===== config.mk =====
export PLATFORM = sky130hd
export DESIGN_NAME = fpu_cmp_seq_flat
export DESIGN_NICKNAME = d
export VERILOG_FILES = /design/src/rtl/fpu_cmp_seq_pkg.sv /design/src/rtl/fpu_cmp_seq_if.sv /design/src/rtl/fpu_cmp_seq_cmp.sv /design/src/rtl/fpu_cmp_seq.sv /design/src/flat_wrapper.sv
export SDC_FILE = /design/constraint.sdc
export NUM_CORES = 1
export LEC_CHECK = 0
export ABC_AREA = 1
export CAP_MARGIN = 15
export CORE_AREA = 5 5 147 149
export CTS_BUF_LIST = sky130_fd_sc_hd__clkbuf_16
export DETAILED_ROUTE_END_ITERATION = 12
export DIE_AREA = 0 0 152 154
export PLACE_DENSITY = 0.75
export SETUP_SLACK_MARGIN = 0.1
export SLEW_MARGIN = 20
export SYNTH_ARGS = -nofsm -noshare
export SYNTH_HDL_FRONTEND = slang
export SYNTH_SLANG_ARGS = --single-unit

===== constraint.sdc =====
create_clock -name clk -period 3.6 [get_ports clk]
set_clock_uncertainty 0.2 [all_clocks]
set_input_delay 1.08 -clock clk [delete_from_list [all_inputs] [get_ports clk]]
set_output_delay 1.08 -clock clk [all_outputs]
set_load 0.05 [all_outputs]

===== src/rtl/fpu_cmp_seq_pkg.sv =====
// Shared FPU definitions for the compare sequencer: op encodings,
// condition-code patterns, fp64 field constants and sequencer types.
package fpu_pkg;

    localparam logic [2:0] FPU_CMP_FCOM   = 3'd0;
    localparam logic [2:0] FPU_CMP_FCOMP  = 3'd1;
    localparam logic [2:0] FPU_CMP_FCOMPP = 3'd2;
    localparam logic [2:0] FPU_CMP_FUCOM  = 3'd3;
    localparam logic [2:0] FPU_CMP_FUCOMP = 3'd4;
    localparam logic [2:0] FPU_CMP_FUCOMPP = 3'd5;
    localparam logic [2:0] FPU_CMP_FTST   = 3'd6;

    // {C3,C2,C1,C0}
    localparam logic [3:0] CC_GT = 4'b0000;
    localparam logic [3:0] CC_LT = 4'b0001;
    localparam logic [3:0] CC_EQ = 4'b1000;
    localparam logic [3:0] CC_UN = 4'b1101;

    localparam logic [10:0] FP64_EXP_MAX = 11'h7FF;

    typedef enum logic [2:0] {
        ST_IDLE,
        ST_RD_A,
        ST_RD_B,
        ST_CMP,
        ST_WB
    } cmp_state_e;

    typedef struct packed {
        logic sign;
        logic is_nan;
        logic is_snan;
        logic is_inf;
    } fp64_class_t;

    // Number of stack pops an op requests on completion.
    function automatic logic [1:0] pop_count(input logic [2:0] op);
        logic [1:0] n;
        n = 2'd0;
        if (op == FPU_CMP_FCOMP || op == FPU_CMP_FUCOMP) begin
            n = 2'd1;
        end else if (op == FPU_CMP_FCOMPP || op == FPU_CMP_FUCOMPP) begin
            n = 2'd2;
        end
        return n;
    endfunction

endpackage


===== src/rtl/fpu_cmp_seq_if.sv =====
// Bundle between the microcode dispatcher / register stack and the
// compare sequencer. The sequencer takes the slave side.
interface fpu_cmp_seq_if;

    logic        start;
    logic [2:0]  op;
    logic        src_mem;
    logic [2:0]  sti;
    logic [2:0]  top;
    logic [63:0] mem_data;
    logic        flush;

    logic        rd_en;
    logic [2:0]  rd_addr;
    logic [63:0] rd_data;
    logic        rd_empty;

    logic        busy;
    logic        done;
    logic        cc_we;
    logic [3:0]  cc;
    logic [1:0]  pop_cnt;
    logic        ie;
    logic        sf;

    modport master (
        output start, op, src_mem, sti, top, mem_data, flush,
        output rd_data, rd_empty,
        input  rd_en, rd_addr,
        input  busy, done, cc_we, cc, pop_cnt, ie, sf
    );

    modport slave (
        input  start, op, src_mem, sti, top, mem_data, flush,
        input  rd_data, rd_empty,
        output rd_en, rd_addr,
        output busy, done, cc_we, cc, pop_cnt, ie, sf
    );

endinterface


===== src/rtl/fpu_cmp_seq_cmp.sv =====
// Combinational fp64 magnitude comparator. Denormals are treated as zero
// and +0/-0 compare equal; NaN/Inf are not special-cased here, the
// sequencer resolves those before trusting this result.
module fp64_cmp (
    input  logic [63:0] a,
    input  logic [63:0] b,
    output logic        lt,
    output logic        eq,
    output logic        gt
);

    logic        zero_a;
    logic        zero_b;
    logic        sign_a;
    logic        sign_b;
    logic [62:0] mag_a;
    logic [62:0] mag_b;

    // Flush zero-exponent values to +0, then do a sign-magnitude compare.
    always_comb begin
        zero_a = (a[62:52] == 11'd0);
        zero_b = (b[62:52] == 11'd0);
        sign_a = zero_a ? 1'b0 : a[63];
        sign_b = zero_b ? 1'b0 : b[63];
        mag_a  = zero_a ? 63'd0 : a[62:0];
        mag_b  = zero_b ? 63'd0 : b[62:0];
        eq     = (sign_a == sign_b) && (mag_a == mag_b);
        if (sign_a != sign_b) begin
            lt = sign_a;
        end else if (!sign_a) begin
            lt = (mag_a < mag_b);
        end else begin
            lt = (mag_a > mag_b);
        end
        gt = !lt && !eq;
    end

endmodule


===== src/rtl/fpu_cmp_seq.sv =====
// FPU compare sequencer: reads ST(0) and the second operand, classifies
// NaN/Inf/empty cases, uses fp64_cmp for ordinary values and reports
// C3..C0, invalid/stack-fault flags and the pop count in one WB cycle.
module fpu_cmp_seq
    import fpu_pkg::*;
#(
    parameter bit FIXED_LAT = 1'b1
) (
    input logic         clk,
    input logic         rst_n,
    fpu_cmp_seq_if.slave bus
);

    cmp_state_e  state;
    cmp_state_e  next_state;

    logic [2:0]  op_q;
    logic        src_mem_q;
    logic [2:0]  sti_q;
    logic [2:0]  top_q;
    logic [63:0] a_q;
    logic [63:0] b_q;
    logic        empty_a_q;
    logic [3:0]  cc_q;
    logic        ie_q;
    logic        sf_q;

    logic        accept;
    logic        b_is_reg;
    logic        skip_rd_b;
    logic        unordered_op;
    logic        wb_valid;

    logic [63:0] a_cur;
    logic [63:0] b_cur;
    logic        empty_a_cur;
    logic        empty_b_cur;
    fp64_class_t cls_a;
    fp64_class_t cls_b;
    logic        cmp_lt;
    logic        cmp_eq;
    logic        cmp_gt;
    logic [3:0]  res_cc;
    logic        res_ie;
    logic        res_sf;

    function automatic fp64_class_t classify(input logic [63:0] v);
        fp64_class_t c;
        logic        exp_max;
        logic        frac_zero;
        exp_max   = (v[62:52] == FP64_EXP_MAX);
        frac_zero = (v[51:0] == 52'd0);
        c.sign    = v[63];
        c.is_nan  = exp_max && !frac_zero;
        c.is_snan = c.is_nan && !v[51];
        c.is_inf  = exp_max && frac_zero;
        return c;
    endfunction

    assign accept       = (state == ST_IDLE) && bus.start && !bus.flush;
    assign b_is_reg     = !src_mem_q && (op_q != FPU_CMP_FTST);
    assign skip_rd_b    = !FIXED_LAT && !b_is_reg;
    assign unordered_op = (op_q == FPU_CMP_FUCOM) || (op_q == FPU_CMP_FUCOMP) ||
                          (op_q == FPU_CMP_FUCOMPP);

    // In CMP, A comes straight off the read port when RD_B was skipped, and
    // a register B is still on the read port; otherwise the registers hold them.
    assign a_cur       = skip_rd_b ? bus.rd_data : a_q;
    assign empty_a_cur = skip_rd_b ? bus.rd_empty : empty_a_q;
    assign b_cur       = b_is_reg ? bus.rd_data : b_q;
    assign empty_b_cur = b_is_reg && bus.rd_empty;

    assign cls_a = classify(a_cur);
    assign cls_b = classify(b_cur);

    fp64_cmp u_cmp (
        .a  (a_cur),
        .b  (b_cur),
        .lt (cmp_lt),
        .eq (cmp_eq),
        .gt (cmp_gt)
    );

    // Result selection: empty tags beat NaNs, NaNs beat Infs, Infs beat the comparator.
    always_comb begin
        res_cc = CC_EQ;
        res_ie = 1'b0;
        res_sf = 1'b0;
        if (empty_a_cur || empty_b_cur) begin
            res_cc = CC_UN;
            res_ie = 1'b1;
            res_sf = 1'b1;
        end else if (cls_a.is_nan || cls_b.is_nan) begin
            res_cc = CC_UN;
            res_ie = unordered_op ? (cls_a.is_snan || cls_b.is_snan) : 1'b1;
        end else if (cls_a.is_inf && cls_b.is_inf) begin
            if (cls_a.sign == cls_b.sign) begin
                res_cc = CC_EQ;
            end else begin
                res_cc = cls_a.sign ? CC_LT : CC_GT;
            end
        end else if (cls_a.is_inf) begin
            res_cc = cls_a.sign ? CC_LT : CC_GT;
        end else if (cls_b.is_inf) begin
            res_cc = cls_b.sign ? CC_GT : CC_LT;
        end else if (cmp_eq) begin
            res_cc = CC_EQ;
        end else if (cmp_lt) begin
            res_cc = CC_LT;
        end else if (cmp_gt) begin
            res_cc = CC_GT;
        end
    end

    // State register.
    always_ff @(posedge clk or negedge rst_n) begin
        if (!rst_n) begin
            state <= ST_IDLE;
        end else begin
            state <= next_state;
        end
    end

    // Next-state and output decode; flush overrides everything, including a WB in flight.
    always_comb begin
        next_state   = state;
        bus.rd_en    = 1'b0;
        bus.rd_addr  = 3'd0;
        bus.busy     = (state != ST_IDLE);
        wb_valid     = (state == ST_WB) && !bus.flush;
        bus.done     = wb_valid;
        bus.cc_we    = wb_valid;
        bus.cc       = wb_valid ? cc_q : 4'd0;
        bus.pop_cnt  = wb_valid ? pop_count(op_q) : 2'd0;
        bus.ie       = wb_valid && ie_q;
        bus.sf       = wb_valid && sf_q;
        case (state)
            ST_IDLE: begin
                if (accept) begin
                    next_state = ST_RD_A;
                end
            end
            ST_RD_A: begin
                bus.rd_en   = 1'b1;
                bus.rd_addr = top_q;
                next_state  = skip_rd_b ? ST_CMP : ST_RD_B;
            end
            ST_RD_B: begin
                bus.rd_en   = b_is_reg;
                bus.rd_addr = b_is_reg ? (top_q + sti_q) : 3'd0;
                next_state  = ST_CMP;
            end
            ST_CMP: begin
                next_state = ST_WB;
            end
            ST_WB: begin
                next_state = ST_IDLE;
            end
            default: begin
                next_state = ST_IDLE;
            end
        endcase
        if (bus.flush) begin
            next_state = ST_IDLE;
        end
    end

    // Operand latching at accept, A capture in RD_B, result capture in CMP.
    always_ff @(posedge clk or negedge rst_n) begin
        if (!rst_n) begin
            op_q      <= 3'd0;
            src_mem_q <= 1'b0;
            sti_q     <= 3'd0;
            top_q     <= 3'd0;
            a_q       <= 64'd0;
            b_q       <= 64'd0;
            empty_a_q <= 1'b0;
            cc_q      <= 4'd0;
            ie_q      <= 1'b0;
            sf_q      <= 1'b0;
        end else begin
            if (accept) begin
                op_q      <= bus.op;
                src_mem_q <= bus.src_mem;
                sti_q     <= bus.sti;
                top_q     <= bus.top;
                b_q       <= (bus.op == FPU_CMP_FTST) ? 64'd0 : bus.mem_data;
            end
            if (state == ST_RD_B) begin
                a_q       <= bus.rd_data;
                empty_a_q <= bus.rd_empty;
            end
            if (state == ST_CMP) begin
                a_q       <= a_cur;
                b_q       <= b_cur;
                empty_a_q <= empty_a_cur;
                cc_q      <= res_cc;
                ie_q      <= res_ie;
                sf_q      <= res_sf;
            end
        end
    end

endmodule


===== src/flat_wrapper.sv =====
// flat-port wrapper written by rule: the top's interface ports become plain ports
module fpu_cmp_seq_flat import fpu_pkg::*;
#(
    parameter bit FIXED_LAT = 1'b1
)
  (clk, rst_n, bus_start, bus_op, bus_src_mem, bus_sti, bus_top, bus_mem_data, bus_flush, bus_rd_data, bus_rd_empty, bus_rd_en, bus_rd_addr, bus_busy, bus_done, bus_cc_we, bus_cc, bus_pop_cnt, bus_ie, bus_sf);
  fpu_cmp_seq_if bus_i ();
  input logic clk;
  input logic rst_n;
  input wire logic [$bits(bus_i.start)-1:0] bus_start;
  input wire logic [$bits(bus_i.op)-1:0] bus_op;
  input wire logic [$bits(bus_i.src_mem)-1:0] bus_src_mem;
  input wire logic [$bits(bus_i.sti)-1:0] bus_sti;
  input wire logic [$bits(bus_i.top)-1:0] bus_top;
  input wire logic [$bits(bus_i.mem_data)-1:0] bus_mem_data;
  input wire logic [$bits(bus_i.flush)-1:0] bus_flush;
  input wire logic [$bits(bus_i.rd_data)-1:0] bus_rd_data;
  input wire logic [$bits(bus_i.rd_empty)-1:0] bus_rd_empty;
  output wire logic [$bits(bus_i.rd_en)-1:0] bus_rd_en;
  output wire logic [$bits(bus_i.rd_addr)-1:0] bus_rd_addr;
  output wire logic [$bits(bus_i.busy)-1:0] bus_busy;
  output wire logic [$bits(bus_i.done)-1:0] bus_done;
  output wire logic [$bits(bus_i.cc_we)-1:0] bus_cc_we;
  output wire logic [$bits(bus_i.cc)-1:0] bus_cc;
  output wire logic [$bits(bus_i.pop_cnt)-1:0] bus_pop_cnt;
  output wire logic [$bits(bus_i.ie)-1:0] bus_ie;
  output wire logic [$bits(bus_i.sf)-1:0] bus_sf;
  assign bus_i.start = bus_start;
  assign bus_i.op = bus_op;
  assign bus_i.src_mem = bus_src_mem;
  assign bus_i.sti = bus_sti;
  assign bus_i.top = bus_top;
  assign bus_i.mem_data = bus_mem_data;
  assign bus_i.flush = bus_flush;
  assign bus_i.rd_data = bus_rd_data;
  assign bus_i.rd_empty = bus_rd_empty;
  assign bus_rd_en = bus_i.rd_en;
  assign bus_rd_addr = bus_i.rd_addr;
  assign bus_busy = bus_i.busy;
  assign bus_done = bus_i.done;
  assign bus_cc_we = bus_i.cc_we;
  assign bus_cc = bus_i.cc;
  assign bus_pop_cnt = bus_i.pop_cnt;
  assign bus_ie = bus_i.ie;
  assign bus_sf = bus_i.sf;
  fpu_cmp_seq #(.FIXED_LAT(FIXED_LAT)) u_core (.clk(clk), .rst_n(rst_n), .bus(bus_i));
endmodule

Word level (Yosys, flattened, before mapping)
Cells that the tools add are included.

storage, ports and cells
  bits in registers = 148
  bits of input ports = 143
  logic and storage cells = 107

cells by class
  add/subtract/negate cells = 1
  order comparisons = 2
  equal/unequal tests = 18
  multiplexer cells = 35
  bitwise operators = 1
  reductions and logical operators = 39

operator list
  operator                                                          number
  64-bit 2-to-1 mux                                                 4
  63-bit 2-to-1 mux                                                 2
  52-bit zero test                                                  2
  63-bit == test                                                    1
  63-bit > comparator                                               1
  63-bit less-than comparator                                       1
  4-bit 2-to-1 mux                                                  10
  11-bit == test (second input constant)                            2
  11-bit zero test                                                  2
  1-bit logical AND                                                 16
  3-bit by 2-bit == test with 1-bit output (second input constant)  4
  3-bit == test (second input constant)                             4
  3-bit one-hot mux with 4 select lines                             1
  1-bit 2-to-1 mux                                                  10
  3-bit 2-to-1 mux                                                  3
  1-bit zero test                                                   8
  1-bit logical OR                                                  7
  3-bit by 1-bit == test with 1-bit output (second input constant)  2
  2-bit 2-to-1 mux                                                  3
  3-bit one-hot mux with 2 select lines                             1
  3-bit adder                                                       1
  3-bit zero test                                                   1
  3-bit by 2-bit != test with 1-bit output (second input constant)  1
  3-bit != test (second input constant)                             1
  other kinds (7)                                                   8

Longest topological paths before layout
Gate-level depths: netlist of run 1.

  depth after elaboration = 18
  mapped depth = 30
  gate-level depth less buffers = 28

By module
From an unflattened synthesis of run 1, not the netlist that was laid out.

second synthesis, totals
  cells, all modules = 1491
  area total of the unflattened synthesis = 10214.8 um2

by module, submodules not included
  module       times used  cells each  area an instance (um2)
  fpu_cmp_seq  1           1046        7833.8
  fp64_cmp     1           445         2381.0

Worst setup path before layout of run 1
Ideal clock, no wire load.

  path kind = input port to output port
  start = in bus_flush
  end = out bus_pop_cnt[0]
  arrival time = 2.539 ns
  required time = 2.320 ns
  setup slack = -0.219 ns
  stages on the path = 3
  buffers on the path = 0
  cells stage by stage = inv_1 nand3_1 a211oi_1

on the way
  longest elaborated chain between the ends = 3

ends and longest elaborated chain
  what               line                RTL
  from (decl)        flat_wrapper.sv:16  input wire logic [$bits(bus_i.flush)-1:0] bus_flush;
  1-bit zero test    fpu_cmp_seq.sv:130  wb_valid = (state == ST_WB) && !bus.flush;
  1-bit logical AND  fpu_cmp_seq.sv:130
  2-bit 2-to-1 mux   fpu_cmp_seq.sv:134  bus.pop_cnt = wb_valid ? pop_count(op_q) : 2'd0;
  to (decl)          flat_wrapper.sv:25  output wire logic [$bits(bus_i.pop_cnt)-1:0] bus_pop_cnt;

Every way passes these cells.

Final worst setup path of run 1
  start = in bus_rd_data[54]
  end = reg u_core.cc_q[0]

on the way
  longest elaborated chain between the ends = 13

ends and longest elaborated chain
  what                                                                line                                          RTL
  from (decl)                                                         flat_wrapper.sv:17                            input wire logic [$bits(bus_i.rd_data)-1:0] bus_rd_data;
  64-bit 2-to-1 mux *                                                 fpu_cmp_seq.sv:70                             assign b_cur = b_is_reg ? bus.rd_data : b_q;
  11-bit zero test                                                    fpu_cmp_seq_cmp.sv:22                         zero_b = (b[62:52] == 11'd0);
  63-bit 2-to-1 mux                                                   fpu_cmp_seq_cmp.sv:26                         mag_b = zero_b ? 63'd0 : b[62:0];
  63-bit less-than comparator or 63-bit > comparator (tied branches)  fpu_cmp_seq_cmp.sv:31, fpu_cmp_seq_cmp.sv:33
  1-bit 2-to-1 mux                                                    fpu_cmp_seq_cmp.sv:30                         end else if (!sign_a) begin
  1-bit 2-to-1 mux                                                    fpu_cmp_seq_cmp.sv:28                         if (sign_a != sign_b) begin
  4-bit 2-to-1 mux                                                    fpu_cmp_seq.sv:108                            end else if (cmp_lt) begin
  4-bit 2-to-1 mux                                                    fpu_cmp_seq.sv:106                            end else if (cmp_eq) begin
  4-bit 2-to-1 mux                                                    fpu_cmp_seq.sv:104                            end else if (cls_b.is_inf) begin
  4-bit 2-to-1 mux                                                    fpu_cmp_seq.sv:102                            end else if (cls_a.is_inf) begin
  4-bit 2-to-1 mux                                                    fpu_cmp_seq.sv:96                             end else if (cls_a.is_inf && cls_b.is_inf) begin
  4-bit 2-to-1 mux *                                                  fpu_cmp_seq.sv:93                             end else if (cls_a.is_nan || cls_b.is_nan) begin
  4-bit 2-to-1 mux *                                                  fpu_cmp_seq.sv:89                             if (empty_a_cur || empty_b_cur) begin
  to (signal assigned)                                                fpu_cmp_seq.sv:197                            cc_q <= res_cc;
  to (decl)                                                           fpu_cmp_seq.sv:24                             logic [3:0] cc_q;

Every way passes the cells marked *; elsewhere a longest branch is shown, timed or not.
A chain may end at the register's enable or synchronous reset.

==> results of run 1 <==
## per-layer routing
metal / routed length, um / vias to the layer above
met3: 2330 / 77
met5: 0 / -
met2: 15200 / 461
li1: - / 5083
met4: 1070 / 0
met1: 13800 / 4957
## cells by family after synthesis
| group | after synthesis | synth area share, % |
|---|---|---|
| DFF | 147 | 37.1 |
| adders and majority gates | 66 | 8.39 |
| AOI/OAI and AO/OA | 171 | 10.1 |
| xor gates and xnor gates | 2 | 0.176 |
| buffers and inverters | 266 | 10.6 |
| muxes | 2 | 0.227 |
| other | 1 | 0.0378 |
| and+or+nand+nor | 789 | 33.4 |
## power by group
| group | internal [uW] | switching, uW | leakage [uW] |
|---|---|---|---|
| clock | 1070 | 717 | 0.000289 |
| sequential | 2240 | 415 | 0.00176 |
| combinational | 1840 | 2550 | 0.00483 |
| total | 5150 | 3680 | 0.00689 |
## worst max-delay path: stages
cell and delay, ns:
dlymetal6s2s_1 0.13, inv_2 0.06, nand3_1 0.09, nand2_1 0.10
nand2_1 0.06, nor2_2 0.13, nand3_4 0.17, buf_12 0.20
nand3_1 0.07, ha_1 0.24, a21oi_1 0.18, o21ai_0 0.14
nor2_1 0.15, nand2_1 0.09, nor2_1 0.09, nand2_1 0.08
nand2_1 0.07, nand2_1 0.07, nand2_1 0.06, nand4_1 0.09
nand2_1 0.07, nand2_1 0.04, a21oi_1 0.11
## Yosys cell counts
library cell / number / area, sq um
buf_6: 5 / 56.3
o21a_1: 2 / 15.0
fa_1: 1 / 20.0
conb_1: 1 / 3.75
o21ai_1: 1 / 5.00
and2_1: 1 / 6.26
xnor2_1: 2 / 17.5
and3_1: 1 / 6.26
o21ai_0: 59 / 295
a21o_1: 2 / 15.0
nor4_1: 15 / 93.8
nand2_4: 1 / 11.3
buf_2: 4 / 20.0
nand2_1: 402 / 1510
a21oi_1: 66 / 330
inv_2: 3 / 11.3
nand3_1: 175 / 876
nor2_2: 2 / 12.5
mux2_2: 2 / 22.5
inv_1: 179 / 672
o211ai_1: 5 / 37.5
o22ai_1: 3 / 18.8
nand4_2: 1 / 12.5
nor2_1: 164 / 616
dfrtp_1: 147 / 3680
o221ai_1: 25 / 219
ha_1: 65 / 813
a211oi_1: 1 / 7.51
nor3_1: 13 / 65.1
buf_4: 4 / 30.0
clkbuf_1: 62 / 233
o21ai_2: 7 / 61.3
buf_1: 6 / 22.5
clkinv_1: 3 / 11.3
nand4_1: 12 / 75.1
nand3_4: 1 / 17.5
nand3_2: 1 / 10.0
## state kept, by name, summed over array words and instances (netlist names), 3 cells and up
register and flops:
u_core.b_q 64, u_core.top_q 3, u_core.state 3, u_core.op_q 3, u_core.sti_q 3, u_core.cc_q 3, u_core.a_cur 64
## stage by stage
| stage | utilization (%) | hold slack, ns | instance area, sq um |
|---|---|---|---|
| final | 68.2 | 0.280 | 13700 |
| after global routing | 68.2 | 0.306 | 13700 |
| after CTS | 65.5 | 0.284 | 13100 |
| after detailed placement | 62.2 | 0.269 | 12500 |
| after global placement | 62.2 | 0.264 | 12500 |
| after floorplan | - | 0.252 | 9940 |
## cell type report
| cell class | count | share of cell area (%) |
|---|---|---|
| multi-input combinational | 1031 | 41.0 |
| sequential | 147 | 26.9 |
| timing repair buffer | 270 | 20.2 |
| inverter | 185 | 5.14 |
| clock buffer | 17 | 3.11 |
| tap | 270 | 2.47 |
| clock inverter | 15 | 1.09 |
## what timing repair did
item                       in CTS  in global routing
setup buffers                   0                 10
setup endpoints to repair       9                 13
pin swaps                       1                 24
gates cloned                    0                  4
resized for setup              18                 90
## worst max path at each step
stage,from,end,slack (ns),cells past startpoint
after floorplan,bus_rd_data[53],u_core.cc_q[0]$_DFFE_PN0P_,0.11,24
after global placement,bus_rd_data[61],u_core.cc_q[0]$_DFFE_PN0P_,-0.50,25
after detailed placement,bus_rd_data[61],u_core.cc_q[0]$_DFFE_PN0P_,-0.61,25
after CTS,bus_rd_data[58],u_core.cc_q[0]$_DFFE_PN0P_,-0.03,25
after global routing,u_core.op_q[0]$_DFFE_PN0P_,u_core.cc_q[0]$_DFFE_PN0P_,-0.11,27
final,bus_rd_data[54],u_core.cc_q[0]$_DFFE_PN0P_,0.16,23
==> flow_summary.json, run 1 <==
{
  "status": "complete, no violations",
  "tritoncts": "yes",
  "clock-sinks": 147,
  "hpwl_um": 23200,
  "h-tree-depth": 4,
  "syn_avg_cell_area_sq_um": 6.87,
  "worst-r2r-setup-slack_ns": 0.17,
  "synth.ff_latch_count": 147,
  "final_cell_mix": "nand2_1 (380), inv_1 (169), nand3_1 (167)",
  "post-place-cells": 1889,
  "synthToLayoutAreaGrowth_pct": 37.7,
  "layoutNonFillerInstCount": 1935,
  "die_x_um": 152,
  "ys_seq_area_share_pct": 37.1,
  "drv_cap": 0,
  "die_h_um": 154,
  "cts_root_buf": "clkbuf_16",
  "end_kind": "flop",
  "p_per_area_nw_per_um2": 646,
  "dr.pass1.iters": 6,
  "hold_end": "u_core.b_q[0]$_DFFE_PN0P_",
  "crit_arrival_ns": 3.60,
  "hold_violations": 0,
  "cts-hold-fix-buffers": 0,
  "routabilityCongestion": 0.895,
  "tightest_slew_ns": 0.977,
  "grt_pass1_vias": 10465,
  "p_leak_uw": 0.00689,
  "crit_path_start_kind": "primary input",
  "hp-class": "reg -> reg",
  "antenna_found_initial": 0,
  "grt_util_all_layers_pct": 26.8,
  "grt_use_met2_pct": 43.4,
  "rsz0062_at_grt": "true",
  "drt-initial-drc-count": 857,
  "r2r-start": "u_core.op_q[0]$_DFFE_PN0P_",
  "min_from": "u_core.b_q[0]$_DFFE_PN0P_",
  "worstSetupPathType": "in -> reg",
  "required_ns": 3.76,
  "worstPathMaxFanout": 12,
  "slew_headroom_pct": 34.9,
  "total_power_uw": 8840,
  "pre_cts_slack_ns": -0.606,
  "ir_worst_vdd_mv": 0.380,
  "portBuffers": 156,
  "grt_use_met1_pct": 35.8,
  "grt-ovfl-total": 0,
  "r2r-end": "u_core.cc_q[0]$_DFFE_PN0P_",
  "setup_tns_ns": 0,
  "core_area_sq_um": 20000,
  "min_period_over_period_pct": 95.5,
  "synth_nets": 1653,
  "drc": 0,
  "grt_pass1_wl_um": 51600,
  "setup_viol": 0,
  "nNetsFinal": 1861,
  "diodes": 0,
  "drv_slew": 0,
  "ant_nets": 0,
  "reg2regPathDepth": 24,
  "grt_max_degree": 102,
  "cts_buffer_depth": 2,
  "io_pins": 158,
  "vias": 10578,
  "multi_input_area_sq_um": 5610,
  "gr-usage-met3_pct": 4.38,
  "insertion_delay_ns": 0.43,
  "synthCells": 1444,
  "seq_area_sq_um": 3680,
  "cts_buffers": 17,
  "busiest_layer": "met2",
  "layout_commonest_cell": "nand2_1",
  "setup_slack_ns": 0.161,
  "start_util_pct": 49.5,
  "dieArea_sq_um": 23400,
  "max_freq_ghz": 0.291,
  "min_path_cells": 2,
  "ys_warn_count": 0,
  "clk_pin_slew_ns": 0.06,
  "ys_types": 37,
  "nFillCells": 1718,
  "drive_gt1_share_pct": 14.9,
  "drt-total-wl_um": 32500,
  "netlist_area_sq_um": 9930,
  "wire_per_inst_um": 16.8,
  "fin_crit_ns": 3.44,
  "rows": 52,
  "via_per_inst": 5.47
}
Power figures use the tool's default switching activity.
==> run 2: changes to the inputs <==
CORE_AREA = 5 5 149 151   (was 5 5 147 149)
DIE_AREA = 0 0 154 156   (was 0 0 152 154)
PLACE_DENSITY = 0.74   (was 0.75)
SKIP_LAST_GASP = 1   (was default)
SYNTH_HIERARCHICAL = 1   (was default)
==> flow_summary.json, run 2 <==
{
  "status": "complete, but fails checks",
  "violations": "negative setup slack",
  "crit_path_start_kind": "primary input",
  "min_period_over_period_pct": 111,
  "netlist_area_sq_um": 10200,
  "setup_viol": 3,
  "start_util_pct": 49.4,
  "cts-hold-fix-buffers": 0,
  "diodes": 0,
  "final_cell_mix": "nand2_1 (495), inv_1 (177), buf_4 (162)",
  "timing.hold.ws_ns": 0.299,
  "hp-class": "reg -> reg",
  "seq_area_sq_um": 3680,
  "cp_top_family": "buffers and inverters",
  "max_stage_delay_ns": 0.18,
  "clk_pin_slew_ns": 0.06,
  "nFillCells": 1610,
  "synth_common_cells": "nand2_1 (531), inv_1 (191), dfrtp_1 (147), nor2_1 (129), nand3_1 (95)",
  "portBuffers": 156,
  "grt_max_degree": 73,
  "grt_pass1_vias": 11374,
  "synth_area_leader_cell": "dfrtp_1",
  "drc": 0,
  "crit_path_top_delay_cell": "o21ai_4",
  "vias": 11231,
  "yosysMostFrequentCell": "nand2_1",
  "synthCells": 1491,
  "cts_root_buf": "clkbuf_16",
  "post-place-cells": 1955,
  "cts_buffers": 17,
  "synthToLayoutAreaGrowth_pct": 41.8,
  "hpwl_um": 22800,
  "tightest_slew_ns": 0.793,
  "cts_buffer_depth": 2,
  "dieArea_sq_um": 24000,
  "io_pins": 158,
  "pre_cts_slack_ns": -0.861,
  "wire_per_inst_um": 17.5,
  "rows": 53,
  "grt-ovfl-total": 0,
  "ys_top_cells_by_area": "dfrtp_1 (36%), nand2_1 (20%), ha_1 (8.0%)",
  "layout_commonest_cell": "nand2_1",
  "grt_pass1_wl_um": 56800,
  "ys.flop_type": "dfrtp_1",
  "die_h_um": 156,
  "worst-r2r-setup-slack_ns": -0.36,
  "ys_types": 46,
  "rsz0062_at_grt": "true",
  "synth_top_area_share_pct": 36.0,
  "setup_slack_ns": -0.398,
  "antenna_found_initial": 1,
  "dr.pass1.iters": 5,
  "hold_violations": 0,
  "drv_cap": 0,
  "nNetsFinal": 1965,
  "die_x_um": 154,
  "p_leak_uw": 0.00744,
  "layoutNonFillerInstCount": 2044,
  "routabilityCongestion": 0.925,
  "synth.ff_latch_count": 147,
  "drt-initial-drc-count": 1202,
  "syn_avg_cell_area_sq_um": 6.85,
  "synth_nets": 1700,
  "multi_input_area_sq_um": 6010,
  "crit_arrival_ns": 4.10,
  "worstSetupPathType": "in -> reg",
  "p_per_area_nw_per_um2": 656,
  "postPlaceCellArea_sq_um": 13100,
  "max_freq_ghz": 0.250,
  "grt_util_all_layers_pct": 29.3,
  "ys_seq_area_share_pct": 36.0,
  "ant_nets": 0,
  "core_area_sq_um": 20700,
  "worstPathMaxFanout": 2,
  "ys_async_sr_fraction_pct": 100,
  "required_ns": 3.70,
  "post-route-cell-area_sq_um": 14500,
  "via_per_inst": 5.49,
  "slew_headroom_pct": 47.1,
  "insertion_delay_ns": 0.43,
  "drive_gt1_share_pct": 20.6,
  "h-tree-depth": 4,
  "synth-edff-count": 0,
  "ir_worst_vdd_mv": 0.305,
  "ys_warn_count": 6,
  "drt-total-wl_um": 35800,
  "critPathMostFrequentCell": "buf_4",
  "clock-sinks": 147,
  "drv_slew": 0,
  "end_kind": "flop",
  "tritoncts": "yes",
  "path_buf_inv": 22,
  "fin_crit_ns": 4.00
}
[run 2: metal layers]
| layer | routed length [um] | vias up | global-route usage (%) |
|---|---|---|---|
| met5 | 11 | - | 0 |
| met4 | 1380 | 2 | 13.9 |
| met3 | 3080 | 121 | 6.69 |
| met2 | 16800 | 576 | 48.1 |
| met1 | 14500 | 5250 | 36.9 |
| li1 | - | 5282 | - |
[run 2: kinds of logic after synthesis]
family          count (synthesis)  share of synthesized area, %
mux                             3                         0.331
xor+xnor                        3                         0.257
simple gates                  829                          34.0
buf+inv                       287                          11.3
fa+ha+maj                      66                          8.16
compound gates                155                          9.84
other cells                     1                        0.0367
flops                         147                          36.0
[run 2: per-stage QoR]
step | util, % | TNS [ns] | total power, uW
detailed placement | 63.2 | -1.72 | 6850
CTS | 69.0 | -0.779 | 9110
floorplan | - | 0 | 5310
finish | 70.0 | -1.02 | 9500
global placement | 63.2 | -1.59 | 6720
global route | 70.0 | -1.44 | 10200
[run 2: layout make-up]
type                    count  share of cell area, %
flip-flops and latches    147                   25.4
well taps                 275                   2.38
clock buffers              17                   2.94
clock inverters            15                   1.00
multi-input cells        1058                   41.5
repair buffers            331                   21.5
inverters                 201                   5.24
[run 2: where the power goes]
part	total (uW)	internal, uW	leakage, uW	switching [uW]
Clock	1760	1010	0.000271	746
Combinational	5190	2360	0.00537	2830
Sequential	2550	2170	0.00181	380
Total	9500	5540	0.00744	3960
[run 2: worst register-to-register path: cells and delay by family, from the launching register on]
kind | cells | cell delay (ns)
buf+inv | 22 | 2.62
simple gates | 4 | 0.44
flops | 1 | 0.39
compound gates | 2 | 0.19
[run 2: timing repair]
item                       in CTS  in global routing
pin swaps                      24                 12
setup buffers                  48                 12
setup endpoints to repair       3                  9
cloned                          4                  0
gates resized for setup        74                 43
[run 2: worst paths after layout]
path,startpoint,endpoint,cells after the start
max,bus_rd_data[58],u_core/b_q[58]$_DFFE_PN0P_,25
min,u_core/a_cur[42]$_DFFE_PN0P_,u_core/a_cur[42]$_DFFE_PN0P_,2
max reg2reg,u_core/op_q[0]$_DFFE_PN0P_,u_core/b_q[58]$_DFFE_PN0P_,28
min reg2reg,u_core/a_cur[42]$_DFFE_PN0P_,u_core/a_cur[42]$_DFFE_PN0P_,2
max in group asynchronous,rst_n,u_core/a_cur[54]$_DFFE_PN0P_,2
min in group asynchronous,rst_n,u_core/b_q[9]$_DFFE_PN0P_,1
